[src/rtl/hub75_pkg.sv]
// hub75_pkg: shared types and pixel field layout
// for the HUB75 panel driver.
package hub75_pkg;

  typedef enum logic [2:0] {
    ST_READY,
    ST_WAIT,
    ST_SHIFT,
    ST_LATCH,
    ST_DISPLAY
  } hub75_state_t;

  localparam int RGB_RES = 9;
  localparam int PLANES  = RGB_RES / 3;
  localparam int PL_W    = (PLANES > 1) ? $clog2(PLANES) : 1;

  localparam int R_MSB = RGB_RES - 1;
  localparam int G_MSB = R_MSB - PLANES;
  localparam int B_MSB = G_MSB - PLANES;

endpackage

[src/rtl/hub75_plane_select.sv]
// hub75_plane_select: picks one bit-plane of one
// pixel from both captured half-panel columns.
import hub75_pkg::*;

module hub75_plane_select #(
  parameter int NUM_ROWS = 64,
  parameter int PIX_W    = $clog2(NUM_ROWS)
) (
  input  logic [1:0][NUM_ROWS-1:0][RGB_RES-1:0] cols_i,
  input  logic [PIX_W-1:0]                      pix_i,
  input  logic [PL_W-1:0]                       plane_i,
  output logic [2:0]                            rgb0_o,
  output logic [2:0]                            rgb1_o
);

  logic [RGB_RES-1:0] px0, px1;
  logic [PLANES-1:0]  r0, g0, b0;
  logic [PLANES-1:0]  r1, g1, b1;

  // split each pixel into channels, then take the plane bit
  always_comb begin
    px0    = cols_i[0][pix_i];
    px1    = cols_i[1][pix_i];
    r0     = px0[R_MSB -: PLANES];
    g0     = px0[G_MSB -: PLANES];
    b0     = px0[B_MSB -: PLANES];
    r1     = px1[R_MSB -: PLANES];
    g1     = px1[G_MSB -: PLANES];
    b1     = px1[B_MSB -: PLANES];
    rgb0_o = {r0[plane_i], g0[plane_i], b0[plane_i]};
    rgb1_o = {r1[plane_i], g1[plane_i], b1[plane_i]};
  end

endmodule

[src/rtl/hub75_driver.sv]
// hub75_driver: shifts a captured column pair onto a
// 1:32-scan HUB75 panel with binary-coded modulation.
import hub75_pkg::*;

module hub75_driver #(
  parameter int NUM_ROWS      = 64,
  parameter int SCAN_RATE     = 32,
  parameter int BASE_ON       = 8,
  parameter int READY_TIMEOUT = 1023,
  parameter int ADDR_W        = $clog2(SCAN_RATE)
) (
  input  logic                                 clk_in,
  input  logic                                 rst_in,
  input  logic [1:0][NUM_ROWS-1:0][RGB_RES-1:0] columns,
  input  logic [ADDR_W-1:0]                    col_num1,
  input  logic                                 data_valid,
  output logic                                 hub75_ready,
  output logic [2:0]                           rgb0,
  output logic [2:0]                           rgb1,
  output logic [ADDR_W-1:0]                    addr,
  output logic                                 hub_clk,
  output logic                                 latch,
  output logic                                 oe_n
);

  localparam int PIX_W = $clog2(NUM_ROWS);
  localparam int TMO_W = $clog2(READY_TIMEOUT + 1);
  localparam int ON_W  = $clog2((BASE_ON << (PLANES - 1)) + 1);

  typedef logic [1:0][NUM_ROWS-1:0][RGB_RES-1:0] bundle_t;

  hub75_state_t      state_q, state_d;
  bundle_t           cap_q, cap_d;
  logic [ADDR_W-1:0] row_q, row_d;
  logic [PL_W-1:0]   plane_q, plane_d;
  logic [PIX_W-1:0]  pix_q, pix_d;
  logic              phase_q, phase_d;
  logic [ON_W-1:0]   on_q, on_d, on_len;
  logic [TMO_W-1:0]  tmo_q, tmo_d;

  logic              ready_q, ready_d;
  logic [2:0]        rgb0_q, rgb0_d, rgb1_q, rgb1_d;
  logic [2:0]        sel0, sel1;
  logic [ADDR_W-1:0] addr_q, addr_d;
  logic              hclk_q, hclk_d;
  logic              latch_q, latch_d;
  logic              oe_n_q, oe_n_d;

  hub75_plane_select #(
    .NUM_ROWS (NUM_ROWS),
    .PIX_W    (PIX_W)
  ) u_sel (
    .cols_i  (cap_d),
    .pix_i   (pix_d),
    .plane_i (plane_d),
    .rgb0_o  (sel0),
    .rgb1_o  (sel1)
  );

  // state, counters, captured bundle and pin registers
  always_ff @(posedge clk_in or posedge rst_in) begin
    if (rst_in) begin
      state_q <= ST_READY;
      cap_q   <= '0;
      row_q   <= '0;
      plane_q <= '0;
      pix_q   <= '0;
      phase_q <= 1'b0;
      on_q    <= '0;
      tmo_q   <= '0;
      ready_q <= 1'b0;
      rgb0_q  <= '0;
      rgb1_q  <= '0;
      addr_q  <= '0;
      hclk_q  <= 1'b0;
      latch_q <= 1'b0;
      oe_n_q  <= 1'b1;
    end else begin
      state_q <= state_d;
      cap_q   <= cap_d;
      row_q   <= row_d;
      plane_q <= plane_d;
      pix_q   <= pix_d;
      phase_q <= phase_d;
      on_q    <= on_d;
      tmo_q   <= tmo_d;
      ready_q <= ready_d;
      rgb0_q  <= rgb0_d;
      rgb1_q  <= rgb1_d;
      addr_q  <= addr_d;
      hclk_q  <= hclk_d;
      latch_q <= latch_d;
      oe_n_q  <= oe_n_d;
    end
  end

  // sequencing: capture, shift pairs, latch, weighted on-time
  always_comb begin
    state_d = state_q;
    cap_d   = cap_q;
    row_d   = row_q;
    plane_d = plane_q;
    pix_d   = pix_q;
    phase_d = phase_q;
    on_d    = on_q;
    tmo_d   = tmo_q;
    on_len  = ON_W'(BASE_ON) << plane_q;
    unique case (state_q)
      ST_READY: begin
        tmo_d = '0;
        if (ready_q) state_d = ST_WAIT;
      end
      ST_WAIT: begin
        if (data_valid) begin
          cap_d   = columns;
          row_d   = col_num1;
          plane_d = '0;
          pix_d   = '0;
          phase_d = 1'b0;
          tmo_d   = '0;
          state_d = ST_SHIFT;
        end else if (tmo_q == TMO_W'(READY_TIMEOUT - 1)) begin
          tmo_d   = '0;
          state_d = ST_READY;
        end else begin
          tmo_d = tmo_q + 1'b1;
        end
      end
      ST_SHIFT: begin
        phase_d = ~phase_q;
        if (phase_q) begin
          if (pix_q == PIX_W'(NUM_ROWS - 1)) begin
            pix_d   = '0;
            state_d = ST_LATCH;
          end else begin
            pix_d = pix_q + 1'b1;
          end
        end
      end
      ST_LATCH: begin
        on_d    = '0;
        state_d = ST_DISPLAY;
      end
      ST_DISPLAY: begin
        on_d = on_q + 1'b1;
        if (on_q == on_len - 1'b1) begin
          on_d = '0;
          if (plane_q < PL_W'(PLANES - 1)) begin
            plane_d = plane_q + 1'b1;
            pix_d   = '0;
            phase_d = 1'b0;
            state_d = ST_SHIFT;
          end else begin
            state_d = ST_READY;
          end
        end
      end
      default: state_d = ST_READY;
    endcase
  end

  // pin values for the coming cycle, from the next state
  always_comb begin
    ready_d = (state_d == ST_READY);
    rgb0_d  = rgb0_q;
    rgb1_d  = rgb1_q;
    if (state_d == ST_SHIFT) begin
      rgb0_d = sel0;
      rgb1_d = sel1;
    end
    hclk_d  = (state_d == ST_SHIFT) && phase_d;
    latch_d = (state_d == ST_LATCH);
    oe_n_d  = (state_d != ST_DISPLAY);
    addr_d  = (state_d == ST_LATCH) ? row_q : addr_q;
  end

  assign hub75_ready = ready_q;
  assign rgb0        = rgb0_q;
  assign rgb1        = rgb1_q;
  assign addr        = addr_q;
  assign hub_clk     = hclk_q;
  assign latch       = latch_q;
  assign oe_n        = oe_n_q;

endmodule
[config.mk]
export PLATFORM = sky130hd
export DESIGN_NAME = hub75_driver
export DESIGN_NICKNAME = d
export VERILOG_FILES = /design/src/rtl/hub75_pkg.sv /design/src/rtl/hub75_plane_select.sv /design/src/rtl/hub75_driver.sv
export SDC_FILE = /design/constraint.sdc
export NUM_CORES = 2
export LEC_CHECK = 0
export BUFFER_PORTS_ARGS = -buffer_cell sky130_fd_sc_hd__buf_4
export CAP_MARGIN = 20
export CORE_AREA = 2 2 452 454
export CTS_CLUSTER_SIZE = 20
export DETAILED_ROUTE_END_ITERATION = 8
export DIE_AREA = 0 0 454 456
export PLACE_DENSITY = 0.49
export RECOVER_POWER = 25
export SLEW_MARGIN = 20
export SYNTH_ARGS = -nofsm -noshare
export SYNTH_HDL_FRONTEND = slang
export SYNTH_HIERARCHICAL = 1
export SYNTH_SLANG_ARGS = --single-unit
[constraint.sdc]
create_clock -name clk_in -period 45.3 [get_ports clk_in]
set_input_delay 4.53 -clock clk_in [delete_from_list [all_inputs] [get_ports clk_in]]
set_output_delay 4.53 -clock clk_in [all_outputs]
set_load 0.1 [all_outputs]
==> flow_summary.toml <==
[synth]
synth-compound-area-share = 0.0311
synth_area_leaders = "dfrtp_1 (55%), mux2_2 (25%), mux4_2 (8.6%), mux2i_1 (3.0%), buf_4 (1.3%)"
synth_top_family_by_area = "multiplexers"
async_flop_share = 1.00
yosysWarnings = 6
yosys.area_share.simple = 0.0206
synth_largest_area_cell = "dfrtp_1"
synthesis.nets = 4677
syn_avg_cell_area_um2 = 15.5
synth_top_area_frac = 0.551
synthCells = 3509
synth.top_cells.by_count = "mux2_2 (1211), dfrtp_1 (1199), mux4_2 (208)"
ys_types = 61
synth_most_common_cell = "mux2_2"
yosys.area_share.xor_xnor = 0.000965
synth_edf_count = 0
ys.flop_type = "dfrtp_1"
synth_fa_ha_area_frac = 0.00184
synthMuxAreaShare = 0.367
ys_ff_latch = 1200
netlist_area_mm2 = 0.0544
ys_seq_area_frac = 0.552

[placement]
dpl.hpwl_um = 182000
gp_congestion = 0.834
port_buffers = 1174
dp_cells = 7192

[clocking]
cts-resized-gates = 0
postCtsSetupBuffers = 0
cts_tree = "yes"
insertion_delay_ns = 0.82
numCtsBuffers = 149
h-tree-depth = 4
clock-sinks = 1200
ctsRootBufferMaster = "clkbuf_16"
clk_pin_slew_worst_paths_ns = 0.06
ctsHoldBuffers = 0
cts_buffer_depth = 3

[finish]
fillers = 19591
stdcell_count = 7514
final_net_count = 5839
drive_above_1_share = 0.569
syn_to_final_growth_pct = 30.7

[critical_path]
required_ns = 46.00
path_max_fanout = 172
worst_setup_path_end_kind = "register"
crit_type = "in -> reg"
r2r_setup_slack_ns = 32.29
critPathLaunchType = "primary input"
arrival_ns = 16.86

[sta]
fin_crit_ns = 16.16
rsz0062_at_grt = "false"
slew_headroom = -5.52
finalSetupTns_ns = 0
drv_slew = 933
skew_ns = 0.0349
setup_viol = 0
fin_crit_sh = 0.357
max_freq_mhz = 61.9
hold_viol = 0
worst_pin_slew_ns = 9.78

[flow_run]
max_cap_violations = 12

[global_routing]
overflow = 0
grt_max_degree = 173
grt_pass1_wl_um = 324000
antenna_found_initial = 90
grt_usage = 0.227
grt_pass1_vias = 38526

[floorplan]
start_util = 0.270
dieHeight_um = 456
die_x_um = 454
die_area_mm2 = 0.207
boundaryPins = 1175
core_area_mm2 = 0.202
rows = 165

[route]
vias = 35921
ant_nets = 0
drt-total-wl_um = 239000
wl_per_cell_um = 31.8
drtIter0Drc = 2443
drcViolationCount = 0
viasPerCell = 4.78
first_pass_iters = 5

[pwr]
powerDensity_mw_per_mm2 = 71.6
p_leak_nw = 30.0
ir_drop_mv = 0.0373

[status]
status = "complete, but fails checks"
violations = "capacitance limit, slew limit"

[worst_hold_path]
hp-class = "reg -> reg"
worst max-delay path, stage by stage:
cell	delay, ns
clkbuf_1	0.15
and3_1	2.02
clkbuf_1	6.91
mux2_2	0.71
mux4_2	0.53
mux2_2	0.30
a22oi_1	0.18
nand3_1	0.55
a22oi_1	0.32
nand3_1	0.11
mux2_2	0.27
layer usage:
layer  global-route usage  vias to the layer above  part of all wire
met5                    0                        -            0.0013
met4               0.0711                       48             0.024
met3               0.0600                      287             0.061
met2                0.390                     1036              0.51
met1                0.275                    19016              0.40
li1                     -                    15534                 -
logic make-up after synthesis:
kind of cell	after synthesis
adders and majority gates	8
DFF	1200
and+or+nand+nor	215
AOI/OAI and AO/OA	246
xor gates and xnor gates	6
buffers and inverters	251
muxes	1583
sequential cells by signal (all words and copies together), names as in the netlist:
register     count
row_q            5
cap_q         1152
on_q             6
hub75_ready      1
state_q          3
rgb1             3
tmo_q           10
oe_n             1
plane_q          2
pix_q            6
phase_q          1
hub_clk          1
addr             5
rgb0             3
latch            1
cell type report:
class	count	area [um2]	share of cell area
clock inverters	51	641	0.00901
multi-input cells	2058	23000	0.324
diodes	50	125	0.00176
clock buffers	221	4470	0.0629
well taps	2672	3340	0.0470
inverters	9	35.0	0.000493
flip-flops and latches	1200	30000	0.422
repair buffers	1253	9440	0.133
worst paths after layout:
kind | startpoint | end | cells after the start
max in group asynchronous | rst_in | cap_q[344]$_DFF_PP0_ | 6
worst max register to register | state_q[1]$_DFF_PP0_ | rgb0[0]$_DFFE_PP0N_ | 11
worst max-delay path | data_valid | rgb0[0]$_DFFE_PP0N_ | 11
min in group asynchronous | rst_in | cap_q[1137]$_DFF_PP0_ | 2
worst min-delay path | row_q[4]$_DFFE_PP0P_ | addr[4]$_DFFE_PP0N_ | 2
worst min register to register | row_q[4]$_DFFE_PP0P_ | addr[4]$_DFFE_PP0N_ | 2
report_power, final:
| group | total [mW] | switching, mW | internal, mW | leakage [nW] |
|---|---|---|---|---|
| clock network | 1.25 | 0.513 | 0.735 | 2.53 |
| registers | 1.73 | 0.127 | 1.60 | 14.3 |
| logic | 2.11 | 1.07 | 1.04 | 13.1 |
layout by cell type, fill, tap and decap left out, types with 9 or more instances in the layout:
| master | count |
|---|---|
| mux4_2 | 208 |
| o22ai_1 | 55 |
| mux2_2 | 1011 |
| clkbuf_8 | 41 |
| o21ai_0 | 46 |
| nor2_1 | 42 |
| a21oi_1 | 10 |
| dfrtp_1 | 1199 |
| o221ai_1 | 9 |
| o211ai_1 | 11 |
| a221oi_1 | 9 |
| nand3_1 | 32 |
| a22oi_1 | 43 |
| a31oi_1 | 14 |
| nor2b_1 | 15 |
| nand4_1 | 9 |
| mux2_1 | 200 |
| diode_2 | 50 |
| mux2i_1 | 163 |
| nand2_1 | 54 |
| nor3_1 | 10 |
| clkbuf_1 | 44 |
| buf_4 | 1226 |
| clkinv_2 | 22 |
| a22o_1 | 11 |
| clkbuf_16 | 152 |
metrics by stage:
step / hold WS [ns] / util / area (um2) / setup slack, ns / power, mW
final: 0.464 / 0.353 / 71100 / 29.14 / 5.09
after global routing: 0.495 / 0.352 / 71100 / 28.37 / 5.38
after CTS: 0.469 / 0.353 / 71100 / 35.54 / 5.18
after detailed placement: 0.455 / 0.327 / 66000 / 34.62 / 3.90
after global placement: 0.445 / 0.327 / 66000 / 34.69 / 3.87
after floorplan: 0.435 / - / 54400 / 6.97 / 3.21
(Power assumes the default switching activity.)
